## config.mk

```make
export PLATFORM = sky130hd
export DESIGN_NAME = decode_stage_flat
export DESIGN_NICKNAME = d
export VERILOG_FILES = /design/src/rtl/decode_stage_if.sv /design/src/rtl/decode_stage.sv /design/src/flat_wrapper.sv
export SDC_FILE = /design/constraint.sdc
export NUM_CORES = 1
export LEC_CHECK = 0
export BUFFER_PORTS_ARGS = -buffer_cell sky130_fd_sc_hd__buf_2
export CORE_MARGIN = 2
export CORE_UTILIZATION = 52
export DETAILED_ROUTE_END_ITERATION = 8
export PLACE_DENSITY_LB_ADDON = 0.25
export SYNTH_ARGS = -nofsm -noshare
export SYNTH_HDL_FRONTEND = slang
export SYNTH_SLANG_ARGS = --single-unit
```

## constraint.sdc

```tcl
create_clock -name clk -period 3.4 [get_ports clk]
set_clock_uncertainty 0.15 [all_clocks]
set_input_delay 0.34 -clock clk [delete_from_list [all_inputs] [get_ports clk]]
set_output_delay 0.34 -clock clk [all_outputs]
set_load 0.01 [all_outputs]
```

## src/rtl/decode_stage_if.sv

```systemverilog
// Handshake and decoded-bundle bus between IF, the ID stage and EX.
// The master side is the IF/EX environment; the slave side is decode_stage.
interface decode_stage_if #(
  parameter int RF_ADDR_W   = 4,
  parameter int IMM_W       = 8,
  parameter int OFF_W       = 9,
  parameter int STALL_CNT_W = 16
);
  logic                   if_valid;
  logic [15:0]            if_instr;
  logic                   id_ready;
  logic                   flush;
  logic                   ex_ready;
  logic                   id_valid;
  logic [3:0]             id_opcode;
  logic [RF_ADDR_W-1:0]   id_rd;
  logic [RF_ADDR_W-1:0]   id_rs;
  logic [RF_ADDR_W-1:0]   id_rt;
  logic                   id_rs_used;
  logic                   id_rt_used;
  logic [IMM_W-1:0]       id_imm;
  logic [OFF_W-1:0]       id_off;
  logic [2:0]             id_cond;
  logic                   id_mem_we;
  logic                   id_mem_re;
  logic                   id_reg_we;
  logic                   halted;
  logic [STALL_CNT_W-1:0] stall_cnt;

  modport master (
    output if_valid, if_instr, flush, ex_ready,
    input  id_ready, id_valid, id_opcode, id_rd, id_rs, id_rt, id_rs_used, id_rt_used,
           id_imm, id_off, id_cond, id_mem_we, id_mem_re, id_reg_we, halted, stall_cnt
  );

  modport slave (
    input  if_valid, if_instr, flush, ex_ready,
    output id_ready, id_valid, id_opcode, id_rd, id_rs, id_rt, id_rs_used, id_rt_used,
           id_imm, id_off, id_cond, id_mem_we, id_mem_re, id_reg_we, halted, stall_cnt
  );
endinterface

```

## src/rtl/decode_stage.sv

```systemverilog
// Registered ID stage for the 16-bit WISC core: decodes accepted words, holds the
// bundle for EX, inserts one bubble on a load-use hazard and halts sticky on HLT.
module decode_stage #(
  parameter int RF_ADDR_W      = 4,
  parameter int IMM_W          = 8,
  parameter int OFF_W          = 9,
  parameter int LOAD_USE_STALL = 1,
  parameter int STALL_CNT_W    = 16
) (
  input  logic          clk,
  input  logic          rst_n,
  decode_stage_if.slave bus
);

  localparam logic [3:0] OP_LW  = 4'h8;
  localparam logic [3:0] OP_SW  = 4'h9;
  localparam logic [3:0] OP_LLB = 4'hA;
  localparam logic [3:0] OP_LHB = 4'hB;
  localparam logic [3:0] OP_B   = 4'hC;
  localparam logic [3:0] OP_BR  = 4'hD;
  localparam logic [3:0] OP_PCS = 4'hE;
  localparam logic [3:0] OP_HLT = 4'hF;

  typedef enum logic {
    S_RUN,
    S_HALTED
  } state_t;

  typedef struct packed {
    logic [3:0]           opcode;
    logic [RF_ADDR_W-1:0] rd;
    logic [RF_ADDR_W-1:0] rs;
    logic [RF_ADDR_W-1:0] rt;
    logic                 rs_used;
    logic                 rt_used;
    logic [IMM_W-1:0]     imm;
    logic [OFF_W-1:0]     off;
    logic [2:0]           cond;
    logic                 mem_we;
    logic                 mem_re;
    logic                 reg_we;
  } bundle_t;

  // Register fields come from the low RF_ADDR_W bits of each nibble slot.
  function automatic bundle_t decode(input logic [15:0] instr);
    bundle_t d;
    logic [3:0] op;
    d        = '0;
    op       = instr[15:12];
    d.opcode = op;
    d.rd     = instr[8 +: RF_ADDR_W];
    d.imm    = instr[IMM_W-1:0];
    d.cond   = instr[11:9];
    if (op <= 4'h7) begin
      d.rs      = instr[4 +: RF_ADDR_W];
      d.rt      = instr[0 +: RF_ADDR_W];
      d.rs_used = 1'b1;
      d.rt_used = 1'b1;
    end else begin
      case (op)
        OP_LW: begin
          d.rs      = instr[8 +: RF_ADDR_W];
          d.rt      = instr[4 +: RF_ADDR_W];
          d.rt_used = 1'b1;
        end
        OP_SW: begin
          d.rs      = instr[8 +: RF_ADDR_W];
          d.rt      = instr[4 +: RF_ADDR_W];
          d.rs_used = 1'b1;
          d.rt_used = 1'b1;
        end
        OP_LLB, OP_LHB: begin
          d.rs      = instr[8 +: RF_ADDR_W];
          d.rs_used = 1'b1;
        end
        OP_BR: begin
          d.rs      = instr[4 +: RF_ADDR_W];
          d.rs_used = 1'b1;
        end
        OP_B:    d.off = instr[OFF_W-1:0];
        default: ;
      endcase
    end
    d.mem_we = (op == OP_SW);
    d.mem_re = (op == OP_LW);
    d.reg_we = (((op <= OP_LHB) && (op != OP_SW)) || (op == OP_PCS)) && (d.rd != '0);
    return d;
  endfunction

  state_t                 state_q, state_d;
  logic                   rdy_en_q;
  logic                   vld_q, vld_d;
  bundle_t                bndl_q, bndl_d;
  logic [STALL_CNT_W-1:0] cnt_q, cnt_d;

  bundle_t dec;
  logic    advance;
  logic    hazard;
  logic    id_ready;
  logic    accept;

  assign dec     = decode(bus.if_instr);
  assign advance = !vld_q || bus.ex_ready;

  // A held LW whose destination is read by the incoming word must leave before it is taken.
  assign hazard = (LOAD_USE_STALL != 0) && vld_q && bndl_q.mem_re && bndl_q.reg_we &&
                  bus.if_valid &&
                  ((dec.rs_used && (dec.rs == bndl_q.rd)) ||
                   (dec.rt_used && (dec.rt == bndl_q.rd)));

  // rdy_en_q keeps id_ready low through reset and until the first edge after release.
  assign id_ready = rdy_en_q && advance && !hazard && (state_q == S_RUN) && !bus.flush;
  assign accept   = bus.if_valid && id_ready;

  always_comb begin
    state_d = state_q;
    vld_d   = vld_q;
    bndl_d  = bndl_q;
    cnt_d   = cnt_q;

    if (bus.flush) begin
      vld_d = 1'b0;
    end else if (accept) begin
      vld_d = 1'b1;
    end else if (advance) begin
      vld_d = 1'b0;
    end

    if (accept) begin
      bndl_d = dec;
    end

    if (hazard && advance && (cnt_q != '1)) begin
      cnt_d = cnt_q + {{(STALL_CNT_W-1){1'b0}}, 1'b1};
    end

    case (state_q)
      S_RUN:    if (accept && (dec.opcode == OP_HLT)) state_d = S_HALTED;
      S_HALTED: state_d = S_HALTED;
      default:  state_d = S_RUN;
    endcase
  end

  always_ff @(posedge clk or negedge rst_n) begin
    if (!rst_n) begin
      state_q  <= S_RUN;
      rdy_en_q <= 1'b0;
      vld_q    <= 1'b0;
      bndl_q   <= '0;
      cnt_q    <= '0;
    end else begin
      state_q  <= state_d;
      rdy_en_q <= 1'b1;
      vld_q    <= vld_d;
      bndl_q   <= bndl_d;
      cnt_q    <= cnt_d;
    end
  end

  assign bus.id_ready   = id_ready;
  assign bus.id_valid   = vld_q;
  assign bus.id_opcode  = bndl_q.opcode;
  assign bus.id_rd      = bndl_q.rd;
  assign bus.id_rs      = bndl_q.rs;
  assign bus.id_rt      = bndl_q.rt;
  assign bus.id_rs_used = bndl_q.rs_used;
  assign bus.id_rt_used = bndl_q.rt_used;
  assign bus.id_imm     = bndl_q.imm;
  assign bus.id_off     = bndl_q.off;
  assign bus.id_cond    = bndl_q.cond;
  assign bus.id_mem_we  = bndl_q.mem_we;
  assign bus.id_mem_re  = bndl_q.mem_re;
  assign bus.id_reg_we  = bndl_q.reg_we;
  assign bus.halted     = (state_q == S_HALTED);
  assign bus.stall_cnt  = cnt_q;

endmodule

```

## src/flat_wrapper.sv

```systemverilog
// flat-port wrapper written by rule: the top's interface ports become plain ports
module decode_stage_flat 
#(
  parameter int RF_ADDR_W      = 4,
  parameter int IMM_W          = 8,
  parameter int OFF_W          = 9,
  parameter int LOAD_USE_STALL = 1,
  parameter int STALL_CNT_W    = 16
)
  (clk, rst_n, bus_if_valid, bus_if_instr, bus_flush, bus_ex_ready, bus_id_ready, bus_id_valid, bus_id_opcode, bus_id_rd, bus_id_rs, bus_id_rt, bus_id_rs_used, bus_id_rt_used, bus_id_imm, bus_id_off, bus_id_cond, bus_id_mem_we, bus_id_mem_re, bus_id_reg_we, bus_halted, bus_stall_cnt);
  decode_stage_if #(.RF_ADDR_W(RF_ADDR_W), .IMM_W(IMM_W), .OFF_W(OFF_W), .STALL_CNT_W(STALL_CNT_W)) bus_i ();
  input  logic clk;
  input  logic rst_n;
  input wire logic [$bits(bus_i.if_valid)-1:0] bus_if_valid;
  input wire logic [$bits(bus_i.if_instr)-1:0] bus_if_instr;
  input wire logic [$bits(bus_i.flush)-1:0] bus_flush;
  input wire logic [$bits(bus_i.ex_ready)-1:0] bus_ex_ready;
  output wire logic [$bits(bus_i.id_ready)-1:0] bus_id_ready;
  output wire logic [$bits(bus_i.id_valid)-1:0] bus_id_valid;
  output wire logic [$bits(bus_i.id_opcode)-1:0] bus_id_opcode;
  output wire logic [$bits(bus_i.id_rd)-1:0] bus_id_rd;
  output wire logic [$bits(bus_i.id_rs)-1:0] bus_id_rs;
  output wire logic [$bits(bus_i.id_rt)-1:0] bus_id_rt;
  output wire logic [$bits(bus_i.id_rs_used)-1:0] bus_id_rs_used;
  output wire logic [$bits(bus_i.id_rt_used)-1:0] bus_id_rt_used;
  output wire logic [$bits(bus_i.id_imm)-1:0] bus_id_imm;
  output wire logic [$bits(bus_i.id_off)-1:0] bus_id_off;
  output wire logic [$bits(bus_i.id_cond)-1:0] bus_id_cond;
  output wire logic [$bits(bus_i.id_mem_we)-1:0] bus_id_mem_we;
  output wire logic [$bits(bus_i.id_mem_re)-1:0] bus_id_mem_re;
  output wire logic [$bits(bus_i.id_reg_we)-1:0] bus_id_reg_we;
  output wire logic [$bits(bus_i.halted)-1:0] bus_halted;
  output wire logic [$bits(bus_i.stall_cnt)-1:0] bus_stall_cnt;
  assign bus_i.if_valid = bus_if_valid;
  assign bus_i.if_instr = bus_if_instr;
  assign bus_i.flush = bus_flush;
  assign bus_i.ex_ready = bus_ex_ready;
  assign bus_id_ready = bus_i.id_ready;
  assign bus_id_valid = bus_i.id_valid;
  assign bus_id_opcode = bus_i.id_opcode;
  assign bus_id_rd = bus_i.id_rd;
  assign bus_id_rs = bus_i.id_rs;
  assign bus_id_rt = bus_i.id_rt;
  assign bus_id_rs_used = bus_i.id_rs_used;
  assign bus_id_rt_used = bus_i.id_rt_used;
  assign bus_id_imm = bus_i.id_imm;
  assign bus_id_off = bus_i.id_off;
  assign bus_id_cond = bus_i.id_cond;
  assign bus_id_mem_we = bus_i.id_mem_we;
  assign bus_id_mem_re = bus_i.id_mem_re;
  assign bus_id_reg_we = bus_i.id_reg_we;
  assign bus_halted = bus_i.halted;
  assign bus_stall_cnt = bus_i.stall_cnt;
  decode_stage #(.RF_ADDR_W(RF_ADDR_W), .IMM_W(IMM_W), .OFF_W(OFF_W), .LOAD_USE_STALL(LOAD_USE_STALL), .STALL_CNT_W(STALL_CNT_W)) u_core (.clk(clk), .rst_n(rst_n), .bus(bus_i));
endmodule
```

==> flow_metrics.py <==
metrics = {
    "critical_path": {
        "crit_path_end_kind": "flop",
        "arrival_ns": 2.85,
        "crit_type": "flop to flop",
        "startpoint_type": "flop",
        "worst_ep_required_time_ns": 3.46,
        "rrSetupSlack_ns": 0.61,
        "slowest_delay_ns": 0.59,
        "crit_slowest_cell": "or4_4",
        "path_cells": "nor4_1 > a2111oi_1 > or4_4 > a21oi_4 > or3b_2 > buf_4 > mux2_4",
        "critPathMaxFanout": 21,
    },
    "floorplan": {
        "die_w_um": 79.7,
        "die_y_um": 79.7,
        "io-pin-count": 81,
        "coreArea_um2": 5510,
        "die-area_um2": 6350,
        "start_util": 0.541,
        "rows": 27,
    },
    "final_layout": {
        "regArea_um2": 1430,
        "final_layout_size_suffix_gt1_frac": 0.393,
        "multi_input_area_um2": 1320,
        "num_antenna_cells": 0,
        "syn2layout_area_growth_pct": 20.7,
        "fin_nets": 358,
        "final_cells": 413,
        "num-fill-cells": 452,
    },
    "clock_network": {
        "root_buffer": "clkbuf_8",
        "cts_htree_levels": 3,
        "cts.sinks": 57,
        "cts.repair.resized": 0,
        "path_clk_slew_ns": 0.07,
        "cts_buffer_depth": 2,
        "cts_tree": "done",
        "hold_buffers": 1,
        "postCtsSetupBuffers": 0,
        "clk_latency_ns": 0.33,
        "cts_buffers": 9,
    },
    "synthesis": {
        "synth_top_area_share": 0.479,
        "postSynth.asyncResetShare": 1.00,
        "yosysSeqAreaShare": 0.479,
        "syn-cell-area_um2": 2980,
        "netlist_instances": 252,
        "synth_flop_cell": "dfrtp_1",
        "yosys.cell_types.count": 49,
        "avgSynthCellArea_um2": 11.8,
        "synth_warnings": 0,
        "ys_ff_latch": 57,
        "syn_nets": 274,
        "synth_top_cell_by_area": "dfrtp_1",
        "synth_most_common_cell": "dfrtp_1",
        "yosys-top-cells-area": "dfrtp_1 (48%), mux2_4 (12%), mux2i_1 (4.7%)",
        "synth_edf_count": 0,
        "synthTopCellsByCount": "dfrtp_1 (57), mux2_4 (24), nand2_1 (21)",
    },
    "timing": {
        "fin_setup_tns_ns": 0,
        "hold_violations": 0,
        "fin_crit_ns": 2.79,
        "fmax_mhz": 359,
        "worstMarginPinSlew_ns": 1.10,
        "rsz0062_at_grt": "no",
        "slew_viol_final": 0,
        "relSlewSlack": 0.257,
        "post-route-period-util": 0.820,
        "setup_violations": 0,
    },
    "route": {
        "drc": 0,
        "wl_mm": 6.37,
        "final_antenna_net_count": 0,
        "via_per_inst": 5.31,
        "via_count": 2192,
        "routedWlPerCell_um": 15.4,
        "drtIter0Drc": 149,
        "firstDrtPassIters": 4,
    },
    "placement": {
        "portBuffers": 80,
        "routabilityCongestion": 0.813,
        "dp.cells": 396,
        "hpwl_mm": 4.66,
    },
    "grt": {
        "gr-total-overflow": 0,
        "grt_pass1_vias": 2045,
        "grt_use_total": 0.216,
        "grt_max_degree": 40,
        "grt_antenna_before_repair": 0,
        "grt_pass1_wl_mm": 10.4,
    },
    "pwr": {
        "power.density_nw_per_um2": 531,
        "ir_drop_uv": 342,
        "p_leak_nw": 1.91,
    },
    "hold_path": {
        "hold_class": "input port to flop",
    },
    "flow_run": {
        "drv_cap": 0,
    },
    "outcome": {
        "status": "completed",
    },
}
stage by stage:
step | total power, mW | hold slack, ns | utilization | setup slack [ns] | cell area [µm²]
global placement | 1.21 | 0.321 | 0.610 | 0.343 | 3360
detailed placement | 1.21 | 0.327 | 0.610 | 0.331 | 3360
finish | 1.91 | 0.0687 | 0.653 | 0.612 | 3600
floorplan | 1.07 | -0.106 | - | 0.719 | 2980
global route | 2.00 | 0.0737 | 0.653 | 0.447 | 3600
CTS | 1.93 | 0.0557 | 0.653 | 0.612 | 3600
state kept, by name (all words and copies together), names as in the netlist, 3 cells and up:
name                  cells
u_core.bus.id_rs          4
u_core.bus.id_imm         8
u_core.bus.stall_cnt     16
u_core.bus.id_rt          4
u_core.bus.id_cond        3
u_core.bus.id_off         9
u_core.bus.id_opcode      4
layer usage:
metal  vias up  wire length (µm)  global-route usage  part of all wire
met4         0                67              0.0983             0.011
met5         -                 0                   0                 0
li1       1037                 -                   -                 -
met1      1081              2970               0.315              0.47
met2        68              2940               0.313              0.46
met3         6               390              0.0396             0.061
critical path, delay by kind of cell, from the launching register on:
kind	cells	cell delay, ns
compound gates	2	0.31
simple gates	3	1.05
mux	1	0.34
flops	1	0.47
buf+inv	1	0.35
cell usage in the layout (no fill, tap or decap), types with 2 or more instances in the layout:
cell type   instances
a21oi_1             2
a31oi_1             2
and2_1              2
and3_1              3
and4_1              2
and4b_1             4
buf_2              80
buf_4               6
bufinv_16           2
clkbuf_8           10
clkinvlp_4          3
dfrtp_1            57
inv_1              20
mux2_2              2
mux2_4             24
mux2i_1            14
nand2_1            21
nand3_1             8
nand3b_1            2
nand4_1            10
nor2_1             10
nor2b_1             5
nor3_1              2
nor4_1              2
o21ai_0             3
xnor2_1            13
xor2_1              7
where the power goes:
part           total [mW]  internal (mW)  switching, mW
sequential          0.823          0.760         0.0631
clock               0.712          0.433          0.279
combinational       0.376          0.198          0.179
worst paths after layout:
| path | start | to | cells after the start |
|---|---|---|---|
| max reg2reg | u_core.bus.id_cond[0] | u_core.bus.id_opcode[1] | 7 |
| min in group asynchronous | rst_n | u_core.bus.id_opcode[1] | 2 |
| max in group asynchronous | rst_n | u_core.bus.id_off[3] | 3 |
| min | bus_flush | u_core.bus.id_valid | 2 |
| max | u_core.bus.id_cond[0] | u_core.bus.id_opcode[1] | 7 |
| min reg2reg | u_core.bus.stall_cnt[11] | u_core.bus.stall_cnt[11] | 1 |
area by class of cell:
| type | instances | area share |
|---|---|---|
| Timing Repair Buffer | 87 | 0.127 |
| Tap cell | 72 | 0.0250 |
| Clock buffer | 10 | 0.0382 |
| Inverter | 20 | 0.0209 |
| Sequential cell | 57 | 0.396 |
| Clock inverter | 6 | 0.0254 |
| Multi-Input combinational cell | 161 | 0.368 |
logic make-up (layout without fill, tap and decap cells):
| family | count (synthesis) | count (layout) | synth area share |
|---|---|---|---|
| AOI/OAI and AO/OA | 20 | 20 | 0.0529 |
| xor gates and xnor gates | 20 | 20 | 0.0588 |
| adders and majority gates | 2 | 2 | 0.00756 |
| other | 1 | 1 | 0.00126 |
| muxes | 40 | 40 | 0.175 |
| DFF | 57 | 57 | 0.479 |
| buffers and inverters | 34 | 123 | 0.0777 |
| and+or+nand+nor | 78 | 78 | 0.148 |
No activity file was read; power rests on OpenSTA's default activity.
